## src/rtl/pixel_sink.sv

```systemverilog
// Serial pixel receiver: deserialises Q10.6 coordinates and colour, clips them, and
// queues accepted pixels in a 4-entry FIFO feeding a handshaked framebuffer port.
module pixel_sink #(
  parameter int XRES       = 320,
  parameter int YRES       = 240,
  parameter bit ALPHA_TEST = 1'b1
) (
  input  logic        CLK,
  input  logic        RST_N,
  input  logic        VALID,
  input  logic        PX,
  input  logic        PY,
  input  logic        C,
  input  logic        DONE,
  input  logic        FB_READY,
  output logic        FB_WE,
  output logic [16:0] FB_ADDR,
  output logic [15:0] FB_DATA,
  output logic        TRI_DONE,
  output logic        OVERFLOW,
  output logic        PROTO_ERR,
  output logic [15:0] CLIP_CNT
);

  localparam logic [16:0] XRES_W = 17'(XRES);
  localparam logic [16:0] YRES_W = 17'(YRES);

  typedef enum logic {IDLE, SHIFT} state_e;

  state_e      state_q, state_d;
  logic [3:0]  cnt_q, cnt_d;
  logic [14:0] sx_q, sx_d;
  logic [14:0] sy_q, sy_d;
  logic [14:0] sc_q, sc_d;

  logic        word_done;
  logic        proto_set;

  logic [9:0]  x_int;
  logic [9:0]  y_int;
  logic [16:0] x_ext;
  logic [16:0] y_ext;
  logic [15:0] colour;
  logic        x_bad;
  logic        y_bad;
  logic        alpha_bad;
  logic        accept;
  logic        clip_evt;
  logic [16:0] addr;

  logic [32:0] mem_q [4];
  logic [32:0] mem_d [4];
  logic [1:0]  wr_ptr_q, wr_ptr_d;
  logic [1:0]  rd_ptr_q, rd_ptr_d;
  logic [2:0]  count_q, count_d;
  logic        fifo_empty;
  logic        fifo_full;
  logic        push;
  logic        pop;
  logic        ovf_set;

  logic        ovf_q, ovf_d;
  logic        proto_q, proto_d;
  logic [15:0] clip_q, clip_d;
  logic        pend_q, pend_d;
  logic        tri_fire;

  always_ff @(posedge CLK or negedge RST_N) begin
    if (!RST_N) begin
      state_q <= IDLE;
    end else begin
      state_q <= state_d;
    end
  end

  always_comb begin
    state_d = state_q;
    case (state_q)
      IDLE:    if (VALID) state_d = SHIFT;
      SHIFT:   if (!VALID && cnt_q == 4'd15) state_d = IDLE;
      default: state_d = IDLE;
    endcase
  end

  // The last bit arrives in the completion cycle, so only 15 bits per lane are held.
  always_comb begin
    cnt_d     = cnt_q;
    sx_d      = sx_q;
    sy_d      = sy_q;
    sc_d      = sc_q;
    word_done = 1'b0;
    proto_set = 1'b0;
    case (state_q)
      IDLE: begin
        if (VALID) cnt_d = 4'd0;
      end
      SHIFT: begin
        if (VALID) begin
          proto_set = 1'b1;
          cnt_d     = 4'd0;
        end else begin
          sx_d      = {sx_q[13:0], PX};
          sy_d      = {sy_q[13:0], PY};
          sc_d      = {sc_q[13:0], C};
          cnt_d     = cnt_q + 4'd1;
          word_done = (cnt_q == 4'd15);
        end
      end
      default: cnt_d = 4'd0;
    endcase
  end

  always_ff @(posedge CLK or negedge RST_N) begin
    if (!RST_N) begin
      cnt_q <= 4'd0;
      sx_q  <= '0;
      sy_q  <= '0;
      sc_q  <= '0;
    end else begin
      cnt_q <= cnt_d;
      sx_q  <= sx_d;
      sy_q  <= sy_d;
      sc_q  <= sc_d;
    end
  end

  always_comb begin
    x_int     = sx_q[14:5];
    y_int     = sy_q[14:5];
    x_ext     = {7'd0, x_int};
    y_ext     = {7'd0, y_int};
    colour    = {sc_q, C};
    x_bad     = x_int[9] | (x_ext >= XRES_W);
    y_bad     = y_int[9] | (y_ext >= YRES_W);
    alpha_bad = ALPHA_TEST & ~colour[0];
    accept    = word_done & ~(x_bad | y_bad | alpha_bad);
    clip_evt  = word_done & (x_bad | y_bad | alpha_bad);
  end

  // Constant multiply by XRES as a sum of shifted y terms; folds to (y<<8)+(y<<6) for 320.
  always_comb begin
    addr = x_ext;
    for (int i = 0; i < 17; i++) begin
      if (XRES_W[i]) addr = addr + (y_ext << i);
    end
  end

  // Fullness is judged before any same-edge pop, so a pop never makes room for a push.
  always_comb begin
    fifo_empty = (count_q == 3'd0);
    fifo_full  = (count_q == 3'd4);
    push       = accept & ~fifo_full;
    ovf_set    = accept & fifo_full;
    pop        = ~fifo_empty & FB_READY;
    mem_d      = mem_q;
    if (push) mem_d[wr_ptr_q] = {addr, colour};
    wr_ptr_d   = wr_ptr_q + {1'b0, push};
    rd_ptr_d   = rd_ptr_q + {1'b0, pop};
    count_d    = count_q + {2'b00, push} - {2'b00, pop};
  end

  always_ff @(posedge CLK or negedge RST_N) begin
    if (!RST_N) begin
      for (int i = 0; i < 4; i++) mem_q[i] <= '0;
      wr_ptr_q <= 2'd0;
      rd_ptr_q <= 2'd0;
      count_q  <= 3'd0;
    end else begin
      mem_q    <= mem_d;
      wr_ptr_q <= wr_ptr_d;
      rd_ptr_q <= rd_ptr_d;
      count_q  <= count_d;
    end
  end

  always_comb begin
    ovf_d    = ovf_q | ovf_set;
    proto_d  = proto_q | proto_set;
    clip_d   = (clip_evt && clip_q != 16'hFFFF) ? clip_q + 16'd1 : clip_q;
    tri_fire = pend_q & (state_q == IDLE) & fifo_empty;
    pend_d   = tri_fire ? 1'b0 : (pend_q | DONE);
  end

  always_ff @(posedge CLK or negedge RST_N) begin
    if (!RST_N) begin
      ovf_q   <= 1'b0;
      proto_q <= 1'b0;
      clip_q  <= 16'd0;
      pend_q  <= 1'b0;
    end else begin
      ovf_q   <= ovf_d;
      proto_q <= proto_d;
      clip_q  <= clip_d;
      pend_q  <= pend_d;
    end
  end

  always_comb begin
    FB_WE     = ~fifo_empty;
    FB_ADDR   = fifo_empty ? 17'd0 : mem_q[rd_ptr_q][32:16];
    FB_DATA   = fifo_empty ? 16'd0 : mem_q[rd_ptr_q][15:0];
    TRI_DONE  = tri_fire;
    OVERFLOW  = ovf_q;
    PROTO_ERR = proto_q;
    CLIP_CNT  = clip_q;
  end

endmodule

```

## config.mk

```make
export PLATFORM = sky130hd
export DESIGN_NAME = pixel_sink
export DESIGN_NICKNAME = d
export VERILOG_FILES = /design/src/rtl/pixel_sink.sv
export SDC_FILE = /design/constraint.sdc
export NUM_CORES = 1
export LEC_CHECK = 0
export ABC_AREA = 1
export CORE_AREA = 3 3 163 165
export DETAILED_ROUTE_END_ITERATION = 8
export DIE_AREA = 0 0 166 168
export GPL_TIMING_DRIVEN = 0
export PLACE_DENSITY_LB_ADDON = 0.08
export SLEW_MARGIN = 20
export SYNTH_ARGS = -nofsm -noshare
export SYNTH_HDL_FRONTEND = slang
export SYNTH_SLANG_ARGS = --single-unit
```

## constraint.sdc

```tcl
create_clock -name CLK -period 4.9 [get_ports CLK]
set_clock_uncertainty 0.15 [all_clocks]
set_input_delay 1.225 -clock CLK [delete_from_list [all_inputs] [get_ports CLK]]
set_output_delay 1.225 -clock CLK [all_outputs]
set_load 0.05 [all_outputs]
```

# Word level (Yosys, flattened, before mapping)

Cells that the tools add are included.

Output and inout port bits: 53
Bits in registers: 208

Equal/unequal tests: 4
Bitwise gates (word level): 22
Order comparisons: 5
Muxes and demuxes: 18
Add/sub/neg operators: 8
Reductions and logical operators: 6

Operator list:

| operator              | number |
|---|---|
| $bwmux 132            | 1 |
| $mux 33               | 3 |
| $bmux 33 s2           | 1 |
| $demux 33 s2          | 1 |
| $add 10x16->17        | 1 |
| $add 17x17->17        | 1 |
| $mux 17               | 1 |
| $add 16x1->16 const B | 1 |
| $mux 16               | 1 |
| $ne 16x16->1 const B  | 1 |
| $ge 10x8->1 const B   | 1 |
| $ge 10x9->1 const B   | 1 |
| $mux 4                | 2 |
| $pmux 4 s2            | 1 |
| $and 1x1->1           | 7 |
| $or 1x1->1            | 7 |
| $ge 3x3->1 const B    | 2 |
| $mux 1                | 6 |
| $not 1->1             | 6 |
| $not 2->3             | 2 |
| $add 2x1->2           | 2 |
| $add 4x1->4 const B   | 1 |
| $eq 4x4->1 const B    | 1 |
| $add 3x1->3           | 1 |
| other kinds (9)       | 11 |

# Depth between registers and ports, before layout

Gate-level depths: netlist of run 1.

Word-level depth: 9
Mapped depth: 12
Depth with buffers taken out: 12

# Worst setup path before layout of run 1

Ideal clock, no wire load.

Path type: register -> output
Start point: register rd_ptr_q[0]
End point: output port FB_ADDR[12]
Setup slack: 1,589 ps
Stages on the path, launching flop included: 7
Data required time: 3,525 ps
Path buffers: 2
Arrival time: 1,936 ps
Cells stage by stage: dfrtp_1 clkbuf_1 clkbuf_1 nor2_1 nor2_1 o21ai_0 a21oi_1

Word-level cells in the longest chain between the ends: 5

Ends and longest elaborated chain:

| what                            | RTL line | text |
|---|---|---|
| from (decl)                     | 54       | `logic [1:0] rd_ptr_q, rd_ptr_d;` |
| from (signal assigned)          | 171      | `rd_ptr_q <= rd_ptr_d;` |
| $not 2->3 (not written as such) | 200      | `FB_ADDR = fifo_empty ? 17'd0 : mem_q[rd_ptr_q][32:16];` |
| $bmux 33 s2                     | 200      |  |
| $mux 33                         | n/a      |  |
| $mux 33 (not written as such)   | 200      |  |
| $mux 17                         | 200      |  |
| to (decl)                       | 17       | `output logic [16:0] FB_ADDR,` |

Every way passes these cells. The select of a mux whose other input is x is not followed.

# Worst setup path after layout of run 1

Start point: register rd_ptr_q[0]
End point: output port FB_ADDR[16]

The elaborated chain is that of the path after synthesis.

==> metrics.md, run 1 <==
| Metric | Value |
|---|---|
| CP Capture Type | `output port` |
| Required time worst endpoint | `3.52 ns` |
| GRT Util Overall | `18.8%` |
| Outcome | `finished, final reports clean` |
| Antenna cells | `0` |
| Post-CTS resize count | `0` |
| CTS tree | `done` |
| Die ar. | `0.0279 mm²` |
| Critical path class | `reg -> out` |
| Syn Inst Count | `1165` |
| Syn Std Cell Area | `0.0100 mm²` |
| Total Power | `7.18 mW` |
| Crit path DAT | `3.31 ns` |
| Min-delay worst type | `reg -> reg` |
| Skew-Pair Late Insertion Delay | `0.51 ns` |
| Max cap viols | `0` |
| DR vias | `7828` |
| Post-route cell area | `0.0119 mm²` |
| Avg Cell Area, Syn | `8.59 µm²` |
| Ports | `61` |
| Post-CTS setup-driven buffer insertion count | `0` |
| Core ar. | `0.0252 mm²` |
| Setup crit start kind | `register` |
| Reg2reg end | `count_q[2]` |
| Vias in the first global route | `7723` |
| Synthesized flop and latch total | `208` |
| WL per Instance | `16.4 µm` |
| Largest net degree at the start of global routing | `93` |
| Starting density of the core | `39.7%` |
| Clock sinks | `208` |
| Final Cycle Share | `95.5%` |
| Root Driver | `clkbuf_16` |
| Routed vias/inst | `4.89` |
| Clock transition at path regs | `0.06 ns` |
| H-tree depth | `1` |
| Die X-Extent | `166 µm` |
| Worst Min Path Start | `mem_q[33]` |
| Drt drc | `0` |
| Syn Nets | `1200` |
| Placed Cells | `1558` |
| Area grow syn2layout | `18.8%` |
| Fin util | `47.2%` |
| Pre-antenna DRT Iters | `5` |
| Leakage | `5.94 nW` |
| Synth cell types | `30` |
| Layout net count | `1290` |
| Power per cell area | `604 mW/mm²` |
| Final Critical Period | `4.68 ns` |
| Share of layout cells above drive strength 1 | `9.92%` |
| Hold endpoint | `mem_q[33]` |
| Row count | `58` |
| Drt initial violations | `545` |
| Routability Congestion | `0.791` |
| Clock buffer depth | `3` |
| PortBufs | `60` |
| Final Hold Fails | `0` |
| Num CTS Buffers | `25` |
| Initial antenna violation count | `0` |
| Yosys warning count | `0` |
| CP Max Fanout | `10` |
| Max Slew Vio Count | `0` |
| RSZ-0062 raised after global routing | `false` |
| Congestion Overflow GR | `0` |
| CTS Hold Bufs | `0` |
| Routed wire length | `26.2 mm` |
| Antenna Nets Post-Route | `0` |
| Worst-Margin Slew | `0.787 ns` |
| Worst r2r src | `count_q[1]` |
| Die height | `168 µm` |
| Total negative slack | `0 ns` |
| FF-to-FF path depth | `9` |
| Highest Clock Rate | `0.214 GHz` |
| First-pass GRT wire length | `42.4 mm` |
| Sequential share of the synthesized area | `52.0%` |
| Peak supply drop | `0.420 mV` |
| Final HPWL DP | `18.0 mm` |
| Number of setup violations in the final report | `0` |
| Dpl cell area | `0.0111 mm²` |
| Slew Limit Headroom | `47.5%` |
| Reg-to-reg setup timing slack | `1.92 ns` |
| Hold path depth | `2` |
| Non-Filler Instances | `1600` |
metrics by stage:
step                hold WS [ns]  worst slack (ns)
global placement           0.283             -6.96
floorplan                  0.271              1.59
global route               0.328            0.0589
detailed placement         0.289             0.693
finish                     0.303             0.218
CTS                        0.304             0.140
kinds of logic (layout without fill, tap and decap cells):
kind of cell	count (synthesis)	count (layout)	synth area share, %
DFF	208	208	52.0
adders and majority gates	27	27	3.68
muxes	38	38	4.28
xor gates and xnor gates	16	16	1.40
buffers and inverters	162	267	7.39
AOI/OAI and AO/OA	238	238	12.0
and+or+nand+nor	476	476	19.3
worst max-delay path by stage:
stage	to	cells after the start	startpoint	slack [ns]
global placement	CLIP_CNT[9]	1	RST_N	-6.96
finish	FB_ADDR[16]	6	rd_ptr_q[0]	0.22
global route	FB_ADDR[15]	6	rd_ptr_q[0]	0.06
floorplan	FB_ADDR[12]	6	rd_ptr_q[0]	1.59
detailed placement	FB_ADDR[16]	6	rd_ptr_q[0]	0.69
CTS	FB_ADDR[16]	6	rd_ptr_q[0]	0.14
per-layer routing:
layer  track usage [%]  share of wire (%)
met5                 0                  0
met4              5.79                2.9
met3              2.93                4.3
met2              29.8                 44
met1              26.7                 48
where the power goes:
part | internal, mW | switching, mW
combinational | 1.04 | 2.26
sequential | 1.87 | 0.201
clock | 1.11 | 0.697
worst max-delay path, stage by stage, from the launching register on:
cell	delay [ns]
dfrtp_1	0.42
inv_1	0.12
clkbuf_1	0.40
clkbuf_1	0.46
o21ai_0	0.19
a21oi_1	0.32
clkdlybuf4s50_1	0.87
sequential cells by signal, summed over array words and instances (netlist names):
name,count
state_q,1
PROTO_ERR,1
OVERFLOW,1
count_q,3
sx_q,15
pend_q,1
sc_q,15
cnt_q,4
sy_q,15
mem_q,132
rd_ptr_q,2
CLIP_CNT,16
wr_ptr_q,2
synthesized netlist by cell type:
master | count | area share, %
nand2_1 | 371 | 14
dfrtp_1 | 208 | 52
o21ai_0 | 133 | 6.7
inv_1 | 99 | 3.7
a21oi_1 | 96 | 4.8
nor2_1 | 51 | 1.9
mux2_2 | 38 | 4.3
nand3_1 | 28 | 1.4
clkbuf_1 | 23 | 0.86
ha_1 | 23 | 2.9
buf_2 | 14 | 0.70
xor2_1 | 14 | 1.2
buf_6 | 13 | 1.5
nand4_1 | 8 | 0.50
nor3_1 | 7 | 0.35
o21ai_1 | 6 | 0.30
nor2_4 | 5 | 0.56
buf_1 | 4 | 0.15
fa_1 | 4 | 0.80
inv_2 | 4 | 0.15
buf_4 | 3 | 0.23
inv_4 | 2 | 0.13
o21bai_1 | 2 | 0.15
or2_2 | 2 | 0.13
xnor2_1 | 2 | 0.18
a21o_1 | 1 | 0.075
nand2_4 | 1 | 0.11
nand4_4 | 1 | 0.21
nor2_2 | 1 | 0.063
nor3_2 | 1 | 0.10
cells in the final DEF, fill, tap and decap left out, types with 3 or more instances in the layout:
cell type	instances
nand2_1	371
dfrtp_1	208
o21ai_0	133
inv_1	99
a21oi_1	96
clkdlybuf4s50_1	59
nor2_1	51
mux2_2	38
clkbuf_1	29
nand3_1	28
clkbuf_16	25
ha_1	23
xor2_1	14
buf_2	14
buf_6	13
nand4_1	8
nor3_1	6
o21ai_1	6
nor2_4	5
clkbuf_8	5
buf_1	4
buf_4	4
inv_2	4
fa_1	4
clkinv_2	3
area by class of cell:
| class | instances | area, µm² |
|---|---|---|
| Fill cell | 2466 | 13300 |
| Sequential cell | 208 | 5200 |
| Multi-Input combinational cell | 795 | 4070 |
| Clock buffer | 37 | 721 |
| Timing Repair Buffer | 63 | 668 |
| Tap cell | 330 | 413 |
| Inverter | 105 | 399 |
| Buffer | 57 | 342 |
| Clock inverter | 5 | 75.1 |
Note: power is estimated with default switching activity, not from simulation.
==> run 2, diff against run 1 <==
==> config.mk (replaced) <==
export PLATFORM = sky130hd
export DESIGN_NAME = pixel_sink
export DESIGN_NICKNAME = d
export VERILOG_FILES = /design/src/rtl/pixel_sink.sv
export SDC_FILE = /design/constraint.sdc
export NUM_CORES = 1
export LEC_CHECK = 0
export CORE_AREA = 3 3 161 163
export DETAILED_ROUTE_END_ITERATION = 8
export DIE_AREA = 0 0 164 166
export GPL_TIMING_DRIVEN = 0
export SLEW_MARGIN = 20
export SYNTH_ARGS = -nofsm -noshare
export SYNTH_HDL_FRONTEND = slang
export SYNTH_SLANG_ARGS = --single-unit
==> run 2 against run 1 <==
Against the previous run: power down 41%; wire length down 22%; core utilization down 0.095 points; synthesized cell count down 33%; critical path depth down 1; first-iteration DRC count down 51%; register-to-register slack better by 0.04 ns; global-route usage down 3.4 points; via count down 23%.
==> metrics.md, run 2 <==
| Metric | Value |
|---|---|
| Highest Clock Rate | `0.221 GHz (+3.6%)` |
| CP Capture Type | `output port` |
| Reg2reg end | `mem_q[64]` |
| Area grow syn2layout | `18.2%` |
| Syn Inst Count | `781 (-33%)` |
| Final Critical Period | `4.52 ns (-0.163 ns)` |
| Antenna Nets Post-Route | `0 (unchanged)` |
| Hold path depth | `1 (-1)` |
| Placed Cells | `1167 (-25%)` |
| Congestion Overflow GR | `0 (unchanged)` |
| CTS tree | `done` |
| Antenna cells | `0 (unchanged)` |
| Hold_ws | `0.300 ns (-0.00286 ns)` |
| Outcome | `finished, final reports clean` |
| Clock buffer depth | `3 (unchanged)` |
| Drt initial violations | `269 (-51%)` |
| Post-CTS resize count | `0 (unchanged)` |
| Post-CTS setup-driven buffer insertion count | `0 (unchanged)` |
| Non-Filler Instances | `1204 (-25%)` |
| Root Driver | `clkbuf_16` |
| Dpl cell area | `0.0108 mm² (-2.4%)` |
| Ys flop type | `dfrtp_1` |
| Required time worst endpoint | `3.52 ns (about the same)` |
| FF-to-FF path depth | `7 (-2)` |
| Routed vias/inst | `4.99 (+2.0%)` |
| WL per Instance | `16.9 µm (+3.3%)` |
| Synthesized flop and latch total | `208 (unchanged)` |
| Core ar. | `0.0245 mm² (-2.9%)` |
| Final Cycle Share | `92.2% (-3.3 points)` |
| Reg-to-reg setup timing slack | `1.96 ns (+0.04 ns)` |
| Final Hold Fails | `0 (unchanged)` |
| Number of setup violations in the final report | `0 (unchanged)` |
| Die height | `166 µm (-1.2%)` |
| Pre-antenna DRT Iters | `4 (-1)` |
| Syn Nets | `816 (-32%)` |
| RSZ-0062 raised after global routing | `false` |
| Share of layout cells above drive strength 1 | `23.9% (+14 points)` |
| Routability Congestion | `0.754 (-4.7%)` |
| Hold endpoint | `PROTO_ERR` |
| Critical path class | `reg -> out` |
| Worst r2r src | `sy_q[5]` |
| Clock sinks | `208 (unchanged)` |
| Largest net degree at the start of global routing | `88 (-5.4%)` |
| Worst Min Path Start | `PROTO_ERR` |
| Power per cell area | `368 mW/mm² (-39%)` |
| Starting density of the core | `39.9% (+0.14 points)` |
| Synth area leader | `dfrtp_1` |
| Avg Cell Area, Syn | `12.5 µm² (+45%)` |
| Skew-Pair Late Insertion Delay | `0.51 ns (about the same)` |
| Slew Limit Headroom | `49.3% (+1.8 points)` |
| Synth area leaders | `dfrtp_1 53%, mux2_2 9.7%, mux4_2 7.6%` |
| Routed wire length | `20.3 mm (-22%)` |
| Row count | `57 (-1.7%)` |
| Top cells by count, synth | `208 x dfrtp_1, 169 x nand2_1, 84 x mux2_2` |
| PortBufs | `60 (unchanged)` |
| Post-synth EDFFs | `0 (unchanged)` |
| Worst-Margin Slew | `0.761 ns (-0.0263 ns)` |
| GRT Util Overall | `15.4% (-3.4 points)` |
| H-tree depth | `1 (unchanged)` |
| Max Slew Vio Count | `0 (unchanged)` |
| Initial antenna violation count | `0 (unchanged)` |
| Ports | `61 (unchanged)` |
| Crit path DAT | `3.14 ns (-0.17 ns)` |
| Peak supply drop | `0.267 mV (-36%)` |
| Commonest non-fill, non-tap cell in the layout | `dfrtp_1` |
| Sequential share of the synthesized area | `53.4% (+1.3 points)` |
| Final HPWL DP | `13.5 mm (-25%)` |
| Vias in the first global route | `6113 (-21%)` |
| Clock transition at path regs | `0.05 ns (about the same)` |
| Largest register FFs | `132 (unchanged)` |
| Setup crit start kind | `register` |
| Num CTS Buffers | `24 (-4.0%)` |
| Leakage | `5.61 nW (-5.5%)` |
| Die ar. | `0.0272 mm² (-2.4%)` |
| CP Max Fanout | `10 (unchanged)` |
| Yosys warning count | `0 (unchanged)` |
| Post-route cell area | `0.0115 mm² (-3.1%)` |
| Reg with most FFs | `mem_q` |
| Die X-Extent | `164 µm (-1.2%)` |
| Min-delay worst type | `reg -> reg` |
| Async S/R FF share, synth | `100% (unchanged)` |
| CTS Hold Bufs | `0 (unchanged)` |
| Max cap viols | `0 (unchanged)` |
| DR vias | `6006 (-23%)` |
| Synth cell types | `50 (+67%)` |
| Top-count cell post-synth | `dfrtp_1` |
| Syn Std Cell Area | `0.00975 mm² (-2.5%)` |
| Post-synth top area share | `53.4% (+1.3 points)` |
| Layout net count | `904 (-30%)` |
| First-pass GRT wire length | `33.8 mm (-20%)` |
| Commonest non-fill, non-tap cells in the layout | `208 x dfrtp_1, 169 x nand2_1, 84 x mux2_2` |
| Drt drc | `0 (unchanged)` |
[run 2: cell types whose count changed in the layout (fill, tap and decap cells not counted), sizes merged, moves of 13 or more]
cell	before	now
a21oi	96	8
and2	0	35
buf	38	25
inv	105	8
mux2	38	105
mux4	0	33
nand2	372	170
nand3	28	12
nor2	57	18
o21ai	139	30
xnor2	2	19
[run 2: worst max path at each step]
stage,from,end,slack (ns)
2_1_floorplan,count_q[0],TRI_DONE,1.38
6_report,rd_ptr_q[1],FB_ADDR[10],0.38
3_3_place_gp,RST_N,CLIP_CNT[2],-6.55
3_5_place_dp,VALID,count_q[2],0.77
5_1_grt,rd_ptr_q[0],FB_ADDR[12],0.20
4_1_cts,rd_ptr_q[0],FB_ADDR[12],0.32
[run 2: layout make-up]
class                   instances  area (µm²)
plain buffers                  42         226
clock buffers                  33         686
clock inverters                 4        20.0
fillers                      2174       12900
inverters                       8        30.0
multi-input cells             523        4290
flip-flops and latches        208        5200
well taps                     324         405
repair buffers                 62         661
[run 2: routing by layer]
layer	track usage (%)	wire length, µm
met5	0	0
met4	3.64	362
met3	2.24	657
met2	24.0	9260
met1	22.9	10100
[run 2: critical path, cell delays in order, from the launching register on]
cell and delay [ns]:
dfrtp_1 0.33, clkbuf_1 0.33, clkbuf_1 0.63, mux4_2 0.46
and2_1 0.18, clkdlybuf4s50_1 0.69
[run 2: through the flow]
step | power (mW) | utilization, % | setup WS, ns | setup TNS [ns]
after floorplan | 2.42 | - | 1.38 | 0
after global placement | 2.66 | 44.0 | -6.55 | -1357.86
after detailed placement | 2.68 | 44.2 | 0.769 | 0
after CTS | 4.33 | 47.1 | 0.318 | 0
after global routing | 4.48 | 47.1 | 0.200 | 0
final | 4.25 | 47.1 | 0.381 | 0
[run 2: report_power, final]
group / leakage (nW) / switching, mW / internal, mW / total, mW
logic: 2.42 / 0.446 / 0.275 / 0.720
registers: 2.84 / 0.101 / 1.80 / 1.90
clock network: 0.351 / 0.662 / 0.962 / 1.62
total: 5.61 / 1.21 / 3.04 / 4.25
[run 2: logic make-up after synthesis]
family          after synthesis  synth area share [%]
mux                         139                  20.7
xor+xnor                     26                  2.33
flops                       208                  53.4
fa+ha+maj                    27                  3.77
compound gates               56                  3.77
buf+inv                      50                  2.63
simple gates                275                  13.5
